==> src/rtl/adc_pkg.sv <==
// rtl/adc_pkg.sv - shared ADC constants and averaging FSM state encoding
package adc_pkg;

  localparam int ADC_BITS = 12;
  localparam int SEQ_BITS = 4;

  typedef enum logic [1:0] {
    IDLE = 2'd0,
    ACUM = 2'd1,
    PEND = 2'd2
  } estado_t;

endpackage

==> src/rtl/contador_sat.sv <==
// rtl/contador_sat.sv - saturating up-counter
module contador_sat #(
  parameter int WIDTH = 8
) (
  input  logic             clk,
  input  logic             rst_n,
  input  logic             inc,
  output logic [WIDTH-1:0] count
);

  always_ff @(posedge clk or negedge rst_n) begin
    if (!rst_n) begin
      count <= '0;
    end else if (inc && (count != '1)) begin
      count <= count + WIDTH'(1);
    end
  end

endmodule

==> src/rtl/adc_promedio_fifo.sv <==
// rtl/adc_promedio_fifo.sv - averages 2^LOG2_PROM XADC samples and pushes {seq, mean} into a FIFO
module adc_promedio_fifo
  import adc_pkg::*;
#(
  parameter int LOG2_PROM = 2
) (
  input  logic        clk_78MHz_i,
  input  logic        reset_i,
  input  logic        enable_i,
  input  logic [15:0] data_i,
  input  logic        ready_i,
  input  logic        fifo_full_i,
  output logic        fifo_wr_en_o,
  output logic [15:0] fifo_din_o,
  output logic [7:0]  overflow_cnt_o,
  output logic        busy_o
);

  localparam int ACC_W = ADC_BITS + LOG2_PROM;
  localparam int CNT_W = (LOG2_PROM == 0) ? 1 : LOG2_PROM;
  localparam logic [CNT_W-1:0] CNT_MAX = CNT_W'((1 << LOG2_PROM) - 1);

  estado_t              state;
  logic [ACC_W-1:0]     acc;
  logic [ACC_W-1:0]     sum;
  logic [CNT_W-1:0]     cnt;
  logic [SEQ_BITS-1:0]  seq;
  logic [ADC_BITS-1:0]  mean_new;
  logic                 take;
  logic                 done;
  logic                 wr;
  logic                 drop;
  logic                 unused_status_bits;

  // The low nibble of the DRP word carries no sample data.
  assign unused_status_bits = ^data_i[3:0];

  assign take     = ready_i & enable_i;
  assign done     = take & (cnt == CNT_MAX);
  assign sum      = acc + ACC_W'(data_i[15:4]);
  assign mean_new = ADC_BITS'(sum >> LOG2_PROM);

  assign wr   = (state == PEND) & ~fifo_full_i;
  assign drop = (state == PEND) & done & fifo_full_i;

  assign fifo_wr_en_o = wr;
  assign busy_o       = (state == ACUM) || (state == PEND);

  always_ff @(posedge clk_78MHz_i or negedge reset_i) begin
    if (!reset_i) begin
      state      <= IDLE;
      acc        <= '0;
      cnt        <= '0;
      seq        <= '0;
      fifo_din_o <= '0;
    end else begin
      if (!enable_i) begin
        acc <= '0;
        cnt <= '0;
      end else if (take) begin
        if (done) begin
          acc <= '0;
          cnt <= '0;
        end else begin
          acc <= sum;
          cnt <= cnt + CNT_W'(1);
        end
      end

      if (wr) begin
        seq <= seq + SEQ_BITS'(1);
      end

      case (state)
        IDLE, ACUM: begin
          if (done) begin
            state      <= PEND;
            fifo_din_o <= {seq, mean_new};
          end else if (enable_i) begin
            state <= ACUM;
          end else begin
            state <= IDLE;
          end
        end
        PEND: begin
          // A block finishing while the old word leaves is reloaded with the next seq.
          if (done && wr) begin
            fifo_din_o <= {seq + SEQ_BITS'(1), mean_new};
          end else if (wr) begin
            state <= enable_i ? ACUM : IDLE;
          end
        end
        default: state <= IDLE;
      endcase
    end
  end

  contador_sat #(
    .WIDTH(8)
  ) u_overflow_cnt (
    .clk   (clk_78MHz_i),
    .rst_n (reset_i),
    .inc   (drop),
    .count (overflow_cnt_o)
  );

endmodule

==> config.mk <==
export PLATFORM = sky130hd
export DESIGN_NAME = adc_promedio_fifo
export DESIGN_NICKNAME = d
export VERILOG_FILES = /design/src/rtl/adc_pkg.sv /design/src/rtl/contador_sat.sv /design/src/rtl/adc_promedio_fifo.sv
export SDC_FILE = /design/constraint.sdc
export NUM_CORES = 1
export LEC_CHECK = 0
export ABC_AREA = 1
export CORE_UTILIZATION = 34
export DETAILED_ROUTE_END_ITERATION = 16
export GPL_ROUTABILITY_DRIVEN = 0
export GPL_TIMING_DRIVEN = 0
export PLACE_DENSITY = 0.58
export SKIP_CTS_REPAIR_TIMING = 1
export SYNTH_ARGS = -nofsm -noshare
export SYNTH_HDL_FRONTEND = slang
export SYNTH_SLANG_ARGS = --single-unit
==> constraint.sdc <==
create_clock -name clk_78MHz_i -period 4.1 [get_ports clk_78MHz_i]
set_input_delay 0.615 -clock clk_78MHz_i [delete_from_list [all_inputs] [get_ports clk_78MHz_i]]
set_output_delay 0.615 -clock clk_78MHz_i [all_outputs]
set_load 0.05 [all_outputs]
Word-level counts from Yosys, hierarchy flattened
Cells that the tools add are included.

word-level totals
  flip-flop bits (word level) = 46
  bits in read-only memories = 0
  output and inout port bits = 26
  memory bits (writable) = 0
  bits of input ports = 21
  logic and storage cells = 47
  memories = 0
  bits in latches = 0

operators by class
  shift operators = 0
  divide/modulo/power cells = 0
  multipliers = 0
  eq/ne operators = 9
  magnitude comparators = 0
  multiplexer cells = 14
  reductions and logical operators = 8
  $add $sub $neg = 4
  bitwise operators = 6

operators by type and width
  cell                   number
  $mux W14               3
  $mux W16               2
  $pmux W16 S2           1
  $add A14 B12 Y14       1
  $mux W2                6
  $add A8 B1 Y8 const B  1
  $ne A8 B8 Y1 const B   1
  $ne A2 B2 Y1 const B   3
  $and A1 B1 Y1          5
  $add A4 B1 Y4 const B  1
  $eq A2 B2 Y1 const B   2
  $ne A2 B1 Y1 const B   2
  $pmux W2 S2            1
  $reduce_and A3 Y1      1
  $add A2 B1 Y2 const B  1
  $eq A2 B1 Y1 const B   1
  $logic_and A1 B1 Y1    2
  $logic_not A2 Y1       1
  $reduce_and A2 Y1      1
  $reduce_bool A2 Y1     1
  $reduce_or A2 Y1       1
  $logic_or A1 B1 Y1     1
  $mux W1                1
  $not A1 Y1             1

Longest topological paths before layout
Gate-level depths: netlist of the first run.

  depth after elaboration = 5
  depth in mapped cells = 11
  mapped depth without buffers = 10

Hierarchy
Synthesis of the first run repeated with hierarchy kept, for this count alone.

second synthesis, totals
  cell total of the unflattened synthesis = 381
  area total of the unflattened synthesis = 2905.3 sq um

by module, submodules not included
  module             area each (sq um)  instances  cells an instance  seq. area each (sq um)
  adc_promedio_fifo  2422.3             1          318                950.9
  contador_sat       483.0              1          63                 200.2

Least setup slack after synthesis of the first run
Ideal clock, no wire load.

  path kind = input to register
  start = in data_i[4]
  end = reg fifo_din_o[4]
  stages on the path = 9
  buffers on the path = 0
  slack = 2060 ps
  data arrival time = 1922 ps
  data required time = 3982 ps
  setup time = 118 ps
  cell sequence = ha_1 > fa_1 > nand3_1 > nand2_1 > nand2_1 > nand2_1 > or2_2 > nand3_1 > nand2_1

between the ends
  cells in the longest elaborated chain, start to end = 3
  elaborated cells between the ends (all ways) = 4
  classes of those cells = 1 x add/sub; 3 x mux

ends and longest elaborated chain
  item                                line                                              RTL
  start, declared                     adc_promedio_fifo.sv:10                           input logic [15:0] data_i,
  $add A14 B12 Y14 (*)                adc_promedio_fifo.sv:40                           assign sum = acc + ACC_W'(data_i[15:4]);
  $mux W16, on equally long branches  adc_promedio_fifo.sv:87, adc_promedio_fifo.sv:76
  $pmux W16 S2 (*)                    adc_promedio_fifo.sv:74                           case (state)
  end signal, assigned                adc_promedio_fifo.sv:78                           fifo_din_o <= {seq, mean_new};
  end signal, assigned                adc_promedio_fifo.sv:88                           fifo_din_o <= {seq + SEQ_BITS'(1), mean_new};
  end, declared                       adc_promedio_fifo.sv:14                           output logic [15:0] fifo_din_o,

Mark *: on every way between the ends. The rest lies on a longest branch, timed or not. The select of a mux whose other input is x is not followed.
A chain may end at the register's enable or synchronous reset.

Worst setup path after layout of the first run
  start = in fifo_full_i
  end = out fifo_wr_en_o

between the ends
  cells in the longest elaborated chain, start to end = 2

ends and longest elaborated chain
  item             line                     RTL
  start, declared  adc_promedio_fifo.sv:12  input logic fifo_full_i,
  $not A1 Y1       adc_promedio_fifo.sv:43  assign wr = (state == PEND) & ~fifo_full_i;
  $and A1 B1 Y1    adc_promedio_fifo.sv:43
  end, declared    adc_promedio_fifo.sv:13  output logic fifo_wr_en_o,

Every way passes these cells.

==> results of run 1 <==
worst reg2reg max path: stages, from the launching register on:
cell,delay (ps)
dfrtp_1,400
ha_1,240
fa_1,450
nand3_1,110
nand2_1,110
nand2_1,90
nand2_1,80
or2_2,290
nand3_1,90
nand2_1,60
metal layers:
layer / vias up / track usage [%] / wire, um
met3: 2 / 3.12 / 277
met1: 1089 / 20.7 / 3110
met2: 43 / 27.3 / 2880
li1: 1234 / - / -
met4: 0 / 3.08 / 29
met5: - / 0 / 0
cell usage after synthesis:
library cell | instances | share of area (%)
o22ai_4 | 1 | 0.71
inv_4 | 2 | 0.45
nand3_1 | 27 | 4.8
or2_2 | 2 | 0.45
o22ai_1 | 2 | 0.45
nand2_1 | 136 | 18
a21oi_1 | 6 | 1.1
a22o_1 | 5 | 1.6
xor2_1 | 11 | 3.4
o21ai_0 | 12 | 2.1
nor2_8 | 1 | 0.71
o21ai_2 | 4 | 1.3
buf_4 | 1 | 0.27
inv_2 | 1 | 0.13
nor2_1 | 20 | 2.7
nor2_2 | 1 | 0.22
inv_1 | 42 | 5.6
xnor2_1 | 5 | 1.6
nand3_2 | 1 | 0.36
nand3b_1 | 2 | 0.54
fa_1 | 1 | 0.71
nand2_2 | 1 | 0.22
buf_6 | 3 | 1.2
buf_2 | 2 | 0.36
o21ai_1 | 2 | 0.36
nand4_1 | 4 | 0.89
dfrtp_1 | 46 | 41
ha_1 | 19 | 8.5
final cells by class:
cell class,count,area (sq um)
fillers,819,4370
multi-input cells,263,1430
flip-flops and latches,46,1150
repair buffers,43,435
inverters,45,174
well taps,102,128
clock buffers,6,72.6
plain buffers,6,51.3
clock inverters,2,37.5
metrics by stage:
stage	power (mW)	util, %	instance area (sq um)	worst slack (ps)	std cells
after floorplan	0.829	-	2800	2060	360
after global placement	0.957	42.7	3350	1000	504
after detailed placement	0.963	42.9	3360	1320	505
after CTS	1.32	44.3	3470	1310	513
after global routing	1.39	44.3	3470	1220	513
final	1.30	44.3	3470	1320	513
flip-flops by register name, summed over array words and instances, names as in the netlist:
| register | flops |
|---|---|
| cnt | 2 |
| state | 2 |
| acc | 14 |
| seq | 4 |
| u_overflow_cnt.count | 8 |
| fifo_din_o | 16 |
kinds of logic after synthesis:
family / share of synthesized area (%)
AO/OA/AOI/OAI: 7.55
XOR/XNOR: 5.00
flip-flops: 41.1
adder cells (fa/ha/maj): 9.20
buffers and inverters: 8.04
AND/OR/NAND/NOR: 29.1
worst min path at each step:
stage	slack (ps)	startpoint	to
after global placement	450	fifo_din_o[0]$_DFFE_PN0P_	fifo_din_o[0]$_DFFE_PN0P_
after floorplan	320	reset_i	acc[0]$_DFFE_PN0P_
after global routing	190	reset_i	acc[0]$_DFFE_PN0P_
after CTS	190	reset_i	acc[0]$_DFFE_PN0P_
final	180	reset_i	acc[0]$_DFFE_PN0P_
after detailed placement	460	fifo_din_o[2]$_DFFE_PN0P_	fifo_din_o[2]$_DFFE_PN0P_
power groups by stage:
stage / clock [mW] / combinational [mW] / sequential [mW]
global route: 0.378 / 0.469 / 0.540
finish: 0.349 / 0.420 / 0.533
detailed placement: 0 / 0.421 / 0.542
CTS: 0.362 / 0.424 / 0.534
floorplan: 0 / 0.202 / 0.627
global placement: 0 / 0.414 / 0.542
==> key figures, run 1 <==
Status
  • Status: finished, final reports clean

Critical path
  • WS Path Type: in2out
  • Critical Path Sink: fifo_wr_en_o
  • Crit path arrival time: between 2000 and 2500 ps
  • Max incr delay on CP: 820 ps
  • Setup crit start kind: input port
  • Reg-to-reg endpoint: fifo_din_o[4]$_DFFE_PN0P_
  • Critical-path cell list: clkdlybuf4s50_1, nor2_8, clkdlybuf4s50_1
  • Top delay family on crit path: buffers and inverters
  • CP most frequent cell: clkdlybuf4s50_1
  • RR Startpoint: acc[0]$_DFFE_PN0P_
  • R2R cell count: 9
  • Crit. End Element: primary output
  • Crit path buf inv count: 2
  • Worst Path Max Fanout: 5
  • Setup slack, reg-to-reg: ~2100 ps
  • Critical path depth: 3
  • Crit path from: fifo_full_i
  • Data required, critical path: roughly 3500 ps
  • Slowest-stage cell, CP: clkdlybuf4s50_1

Detailed routing
  • DRC: 0
  • DR pass1 iterations: 4
  • Drt wl/cell: 12.3 um
  • DRT Wirelength: 6300 um
  • Starting DRT DRC Count: 51
  • DR vias: 2368
  • Post-DRT Antenna Nets: 0
  • Via density: ~4.6

Power
  • Combinational power share: 32.3%
  • P_int: 0.836 mW
  • VDD IR max: 229 uV
  • Switching part of the total: a little over a third
  • Clock power share: 26.8%
  • Pwr dens: about 370 mW/mm^2
  • NetSw: ~0.47 mW
  • Lkg Pwr: approximately 1.8 nW
  • Sequential share of power: 40.9%

Yosys
  • Cells after Synth: 360
  • Synth warnings: 0
  • Seq/Total Area, Yosys: 41.1%
  • FF+latch count, synth: 46
  • Synthesized net count: 401
  • Post-synthesis cell type count: 28
  • Synth Area per Inst: 7.78 sq um
  • Cell Area, Synth: 0.00280 sq mm

Global routing
  • Pin count of the biggest net entering global routing: 37
  • Antenna violations before repair: 0
  • Vias in the first global route: 2423
  • Grt ovf: 0
  • First-pass GRT wire length: around 11000 um
  • Gr usage total: 15.9%

CTS
  • Htree depth: 2
  • Clock tree sinks: 46
  • Clk root buf: clkbuf_8
  • CTS tree: built
  • Worst-path clk slew: 90 ps
  • Clk buf depth: 2
  • Worst skew pair latency: around 300 ps
  • Cts bufs inserted: 5

Floorplanning
  • DIE AREA: about 0.0086 sq mm
  • Num ports: 47
  • Starting density of the core: around 36%
  • Die Wd: about 93 um
  • Die H: 92.8 um
  • Core ar.: 0.00785 sq mm
  • Row count: 32

Cells and area
  • Layout cell share with drive strength beyond 1: 7.06%
  • Synthesis-to-finish area growth: 24.0%
  • Commonest non-fill, non-tap cells in the layout: 136 x nand2_1, 46 x dfrtp_1, 42 x inv_1
  • ANT cells: 0
  • Commonest non-fill, non-tap cell in the layout: nand2_1
  • Nets: 451

STA
  • Max Freq: 0.360 GHz
  • Final TNS setup: 0 ps
  • Final Skew: 5.06 ps
  • Final period utilization: 67.8%
  • Worst slew pin tran: 518 ps
  • Final hold violation count: 0
  • Min Tclk post-route: 2780 ps
  • RSZ-0062 raised after global routing: false
  • Final-report setup violation count: 0
  • Slew margin rel.: 65.3%
  • Hold Slack: 176 ps
  • Slew Limit Fails: 0

Flow run
  • Max-cap violation count: 0

Hold path
  • Hold Path Class: in2async

Placed design
  • Port bufs: 42
  • Dpl hpwl: 4700 um
Note: power is estimated with default switching activity, not from simulation.
==> run 2, diff against run 1 <==
--- a/config.mk
+++ b/config.mk
@@ -10,7 +10,7 @@
 export DETAILED_ROUTE_END_ITERATION = 16
 export GPL_ROUTABILITY_DRIVEN = 0
 export GPL_TIMING_DRIVEN = 0
-export PLACE_DENSITY = 0.58
+export PLACE_DENSITY = 0.6
 export SKIP_CTS_REPAIR_TIMING = 1
 export SYNTH_ARGS = -nofsm -noshare
 export SYNTH_HDL_FRONTEND = slang
==> constraint.sdc (replaced) <==
create_clock -name clk_78MHz_i -period 2.3 [get_ports clk_78MHz_i]
set_input_delay 0.345 -clock clk_78MHz_i [delete_from_list [all_inputs] [get_ports clk_78MHz_i]]
set_output_delay 0.345 -clock clk_78MHz_i [all_outputs]
set_load 0.05 [all_outputs]
==> key figures, run 2 (synthesis gave the netlist of run 1 again) <==
Placed design
  • Worst slack, placed: -82.2 ps
  • Port bufs: 42
  • Dpl hpwl: 4650 um

Status
  • Status: finished, final reports clean

Cells and area
  • Synthesis-to-finish area growth: 24.7%
  • ANT cells: 0
  • Max reg flops: 16
  • Commonest non-fill, non-tap cell in the layout: nand2_1
  • Commonest non-fill, non-tap cells in the layout: 136 x nand2_1, 46 x dfrtp_1, 42 x inv_1
  • Nets: around 450
  • Layout cell share with drive strength beyond 1: between 7 and 8%
  • Largest regs: fifo_din_o: 16 flops, acc: 14 flops, u_overflow_cnt.count: 8 flops
  • Reg with most FFs: fifo_din_o

Detailed routing
  • Starting DRT DRC Count: 84
  • DRT Wirelength: 6110 um
  • DR pass1 iterations: 5
  • Drt wl/cell: roughly 12 um
  • Via density: 4.61
  • DRC: 0
  • DR vias: 2368
  • Post-DRT Antenna Nets: 0

CTS
  • Worst-path clk slew: about 100 ps
  • Clk buf depth: 2
  • Clock tree sinks: 46
  • Htree depth: 2
  • CTS tree: built
  • Cts bufs inserted: 5
  • Worst skew pair latency: between 300 and 400 ps
  • Clk root buf: clkbuf_8

Global routing
  • Antenna violations before repair: 0
  • Gr usage total: 15.5%
  • Grt ovf: 0
  • First-pass GRT wire length: 10500 um
  • Vias in the first global route: 2299
  • Pin count of the biggest net entering global routing: 35

Critical path
  • Slowest-stage cell, CP: clkdlybuf4s50_1
  • Crit. End Element: primary output
  • Crit path arrival time: about 1900 ps
  • Critical-path cell list: inv_1, ha_1, clkdlybuf4s50_1
  • Setup crit start kind: flop
  • WS Path Type: reg2out
  • Data required, critical path: between 1500 and 2000 ps
  • Worst Path Max Fanout: 3
  • RR Startpoint: acc[0]$_DFFE_PN0P_
  • Reg-to-reg endpoint: fifo_din_o[4]$_DFFE_PN0P_
  • Crit path buf inv count: 2
  • Setup slack, reg-to-reg: approximately 320 ps
  • R2R cell count: 9
  • Top delay family on crit path: buffers and inverters
  • Max incr delay on CP: 790 ps

Floorplanning
  • Num ports: 47
  • DIE AREA: between 0.008 and 0.009 sq mm
  • Die Wd: 92.8 um
  • Row count: 32
  • Starting density of the core: 35.7%
  • Core ar.: a little under 0.008 sq mm
  • Die H: 92.8 um

STA
  • Final hold violation count: 0
  • Slew Limit Fails: 0
  • Fin worst setup slack: 101 ps
  • RSZ-0062 raised after global routing: false
  • Worst slew pin tran: 538 ps
  • Min Tclk post-route: 2200 ps
  • Final Skew: 10.7 ps
  • Max Freq: 0.455 GHz
  • Final-report setup violation count: 0
  • Final period utilization: 95.6%
  • Slew margin rel.: between 60 and 70%

Hold path
  • Hold Path Class: in2async

Power
  • VDD IR max: 493 uV
  • Power Total: 2.33 mW
  • Pwr dens: 667 mW/mm^2
  • Lkg Pwr: ~1.9 nW

Flow run
  • Max-cap violation count: 0
==> run 2: cell types whose count changed in the layout (fill, tap and decap cells not counted), sizes merged <==
cell           previous run  this run
clkdlybuf4s50            41        40
clkbuf                    6         5
inv                      45        46
dlymetal6s2s              0         1
dlygate4sd3               0         1
==> run 2: layout make-up <==
cell class / count / area [sq um]
inverter: 45 / 174
timing repair buffer: 44 / 448
clock inverter: 3 / 48.8
sequential: 46 / 1150
clock buffer: 5 / 68.8
buffer: 6 / 51.3
tap: 102 / 128
multi-input combinational: 263 / 1430
fill: 808 / 4350
==> run 2: worst max-delay path by stage <==
stage	startpoint	endpoint	cells past startpoint
finish	state[0]$_DFFE_PN0P_	busy_o	3
global route	state[0]$_DFFE_PN0P_	busy_o	3
CTS	state[0]$_DFFE_PN0P_	fifo_wr_en_o	6
detailed placement	data_i[4]	fifo_din_o[4]$_DFFE_PN0P_	10
global placement	reset_i	u_overflow_cnt.count[0]$_DFFE_PN0P_	1
floorplan	acc[0]$_DFFE_PN0P_	fifo_din_o[4]$_DFFE_PN0P_	9
==> run 2: worst register-to-register path, delay by kind of cell (launching register included) <==
kind | cells | cell delay [ps]
AND/OR/NAND/NOR | 7 | 820
flip-flops | 1 | 400
adder cells (fa/ha/maj) | 2 | 670
==> run 2: stage by stage <==
step	area, sq um	TNS (ps)	std cells	hold slack [ps]	utilization (%)
finish	3490	0	514	459	44.5
floorplan	2800	0	360	49.4	-
detailed placement	3360	-132	505	268	42.9
global placement	3350	-22930	504	455	42.7
CTS	3480	-227	513	-70.7	44.4
global route	3490	0	514	475	44.5
==> run 2: where the power goes <==
group | internal, mW | leakage (nW) | total, mW | switching [mW]
combinational | 0.272 | 1.20 | 0.744 | 0.472
clock | 0.331 | 0.0563 | 0.637 | 0.305
sequential | 0.895 | 0.612 | 0.951 | 0.0564
==> run 2: layer usage <==
| metal | track usage (%) | wire (um) |
|---|---|---|
| met3 | 3.28 | 352 |
| met5 | 0 | 0 |
| met1 | 19.5 | 2880 |
| met4 | 4.23 | 66 |
| met2 | 26.5 | 2810 |
==> run 3, diff against run 2 <==
--- a/config.mk
+++ b/config.mk
@@ -6,11 +6,14 @@
 export NUM_CORES = 1
 export LEC_CHECK = 0
 export ABC_AREA = 1
+export CELL_PAD_IN_SITES_DETAIL_PLACEMENT = 1
+export CELL_PAD_IN_SITES_GLOBAL_PLACEMENT = 1
+export CORE_MARGIN = 2
 export CORE_UTILIZATION = 34
 export DETAILED_ROUTE_END_ITERATION = 16
 export GPL_ROUTABILITY_DRIVEN = 0
 export GPL_TIMING_DRIVEN = 0
-export PLACE_DENSITY = 0.6
+export PLACE_DENSITY = 0.77
 export SKIP_CTS_REPAIR_TIMING = 1
 export SYNTH_ARGS = -nofsm -noshare
 export SYNTH_HDL_FRONTEND = slang
==> key figures, run 3 (synthesis gave the netlist of run 1 again) <==
Placed design
  • Inst Count DP: about 500
  • Dpl hpwl: 5450 um
  • Port bufs: 42

Power
  • Pwr dens: 646 mW/mm^2
  • Lkg Pwr: 1.87 nW
  • VDD IR max: 337 uV
  • Power Total: between 2 and 2.5 mW

Detailed routing
  • DRC: 0
  • Drt wl/cell: 13.5 um
  • Post-DRT Antenna Nets: 0
  • DR pass1 iterations: 4
  • DR vias: roughly 2.5k
  • Starting DRT DRC Count: 64
  • DRT Wirelength: 6980 um
  • Via density: 4.74

Floorplanning
  • Starting density of the core: approximately a third
  • DIE AREA: 0.00898 sq mm
  • Core ar.: 0.00809 sq mm
  • Num ports: 47
  • Die Wd: 94.8 um
  • Row count: 33
  • Die H: 94.8 um

Hold path
  • Hold Path Class: in2async

Flow run
  • Max-cap violation count: 0

Cells and area
  • ANT cells: 0
  • Final core occ: 43.0%
  • Final cell count without fillers: between 500 and 600
  • Commonest non-fill, non-tap cells in the layout: 136 x nand2_1, 46 x dfrtp_1, 42 x inv_1
  • Synthesis-to-finish area growth: 24.1%
  • Fillers: 1043
  • Commonest non-fill, non-tap cell in the layout: nand2_1
  • Largest regs: fifo_din_o: 16 flops, acc: 14 flops, u_overflow_cnt.count: 8 flops
  • Max reg flops: 16
  • Nets: around 450
  • Reg with most FFs: fifo_din_o
  • Layout cell share with drive strength beyond 1: approximately 7.3%

Critical path
  • Worst Path Max Fanout: 9
  • Setup crit start kind: flop
  • Top delay family on crit path: buffers and inverters
  • Critical-path cell list: inv_1, ha_1, buf_6, inv_4, nor2_8, dlymetal6s2s_1
  • Setup slack, reg-to-reg: about 270 ps
  • WS Path Type: reg2out
  • Data required, critical path: 1960 ps
  • Max incr delay on CP: ~440 ps
  • R2R cell count: 9
  • Slowest-stage cell, CP: dlymetal6s2s_1
  • Crit path buf inv count: 4
  • Crit. End Element: primary output
  • RR Startpoint: acc[0]$_DFFE_PN0P_
  • Crit path arrival time: 1780 ps
  • Reg-to-reg endpoint: fifo_din_o[4]$_DFFE_PN0P_

STA
  • Final-report setup violation count: 0
  • Final Skew: ~8.7 ps
  • Worst slew pin tran: 556 ps
  • Final period utilization: 92.6%
  • Min Tclk post-route: 2130 ps
  • Slew margin rel.: 62.8%
  • Slew Limit Fails: 0
  • Hold Slack: 433 ps
  • RSZ-0062 raised after global routing: false
  • Max Freq: 0.470 GHz
  • Final hold violation count: 0

CTS
  • Worst-path clk slew: 100 ps
  • CTS tree: built
  • Worst skew pair latency: 310 ps
  • Clock tree sinks: 46
  • Htree depth: 2
  • Cts bufs inserted: 5
  • Clk buf depth: 2
  • Clk root buf: clkbuf_8

Global routing
  • Antenna violations before repair: 0
  • Gr usage total: 17.4%
  • Pin count of the biggest net entering global routing: 38
  • First-pass GRT wire length: approximately 12000 um
  • Grt ovf: 0
  • Vias in the first global route: 2618

Status
  • Status: finished, final reports clean
run 3: cell count changes in the layout (fill, tap and decap cells not counted):
cell,change
clkdlybuf4s50_1,-1
clkinv_4,+1
inv_8,-1
bufinv_16,-1
dlymetal6s2s_1,+1
inv_6,+1
run 3: metal layers:
| metal | wire, um | vias to the layer above | global-route usage, % |
|---|---|---|---|
| met1 | 3110 | 1170 | 21.0 |
| met5 | 0 | - | 0 |
| met2 | 3560 | 40 | 31.6 |
| li1 | - | 1236 | - |
| met4 | 66 | 0 | 4.95 |
| met3 | 244 | 4 | 2.95 |
run 3: area by class of cell:
class,count,area [sq um],share of cell area [%]
inverters,45,174,5.00
repair buffers,44,450,13.0
flip-flops and latches,46,1150,33.1
well taps,105,131,3.78
clock inverters,3,25.0,0.720
plain buffers,6,51.3,1.48
multi-input cells,263,1430,41.0
clock buffers,5,68.8,1.98
run 3: stage by stage:
stage	area [sq um]	setup TNS, ps	worst slack [ps]
after global placement	3350	-25740	-561
after CTS	3460	-248	-248
after global routing	3480	0	55.2
final	3480	0	171
after detailed placement	3370	-239	-131
after floorplan	2800	0	521
run 3: where the power goes:
group	internal (mW)	leakage, nW	total, mW	switching (mW)
sequential	0.895	0.612	0.952	0.0571
combinational	0.272	1.21	0.758	0.487
clock	0.220	0.0447	0.535	0.315
total	1.39	1.87	2.25	0.858
run 3: worst max-delay path by stage:
stage / start / endpoint / slack [ps] / cells past startpoint
after floorplan: acc[0]$_DFFE_PN0P_ / fifo_din_o[4]$_DFFE_PN0P_ / 520 / 9
after global placement: reset_i / u_overflow_cnt.count[1]$_DFFE_PN0P_ / -560 / 1
after detailed placement: data_i[4] / fifo_din_o[4]$_DFFE_PN0P_ / -130 / 10
after CTS: state[0]$_DFFE_PN0P_ / fifo_wr_en_o / -250 / 6
after global routing: state[0]$_DFFE_PN0P_ / fifo_wr_en_o / 60 / 6
final: state[0]$_DFFE_PN0P_ / fifo_wr_en_o / 170 / 6
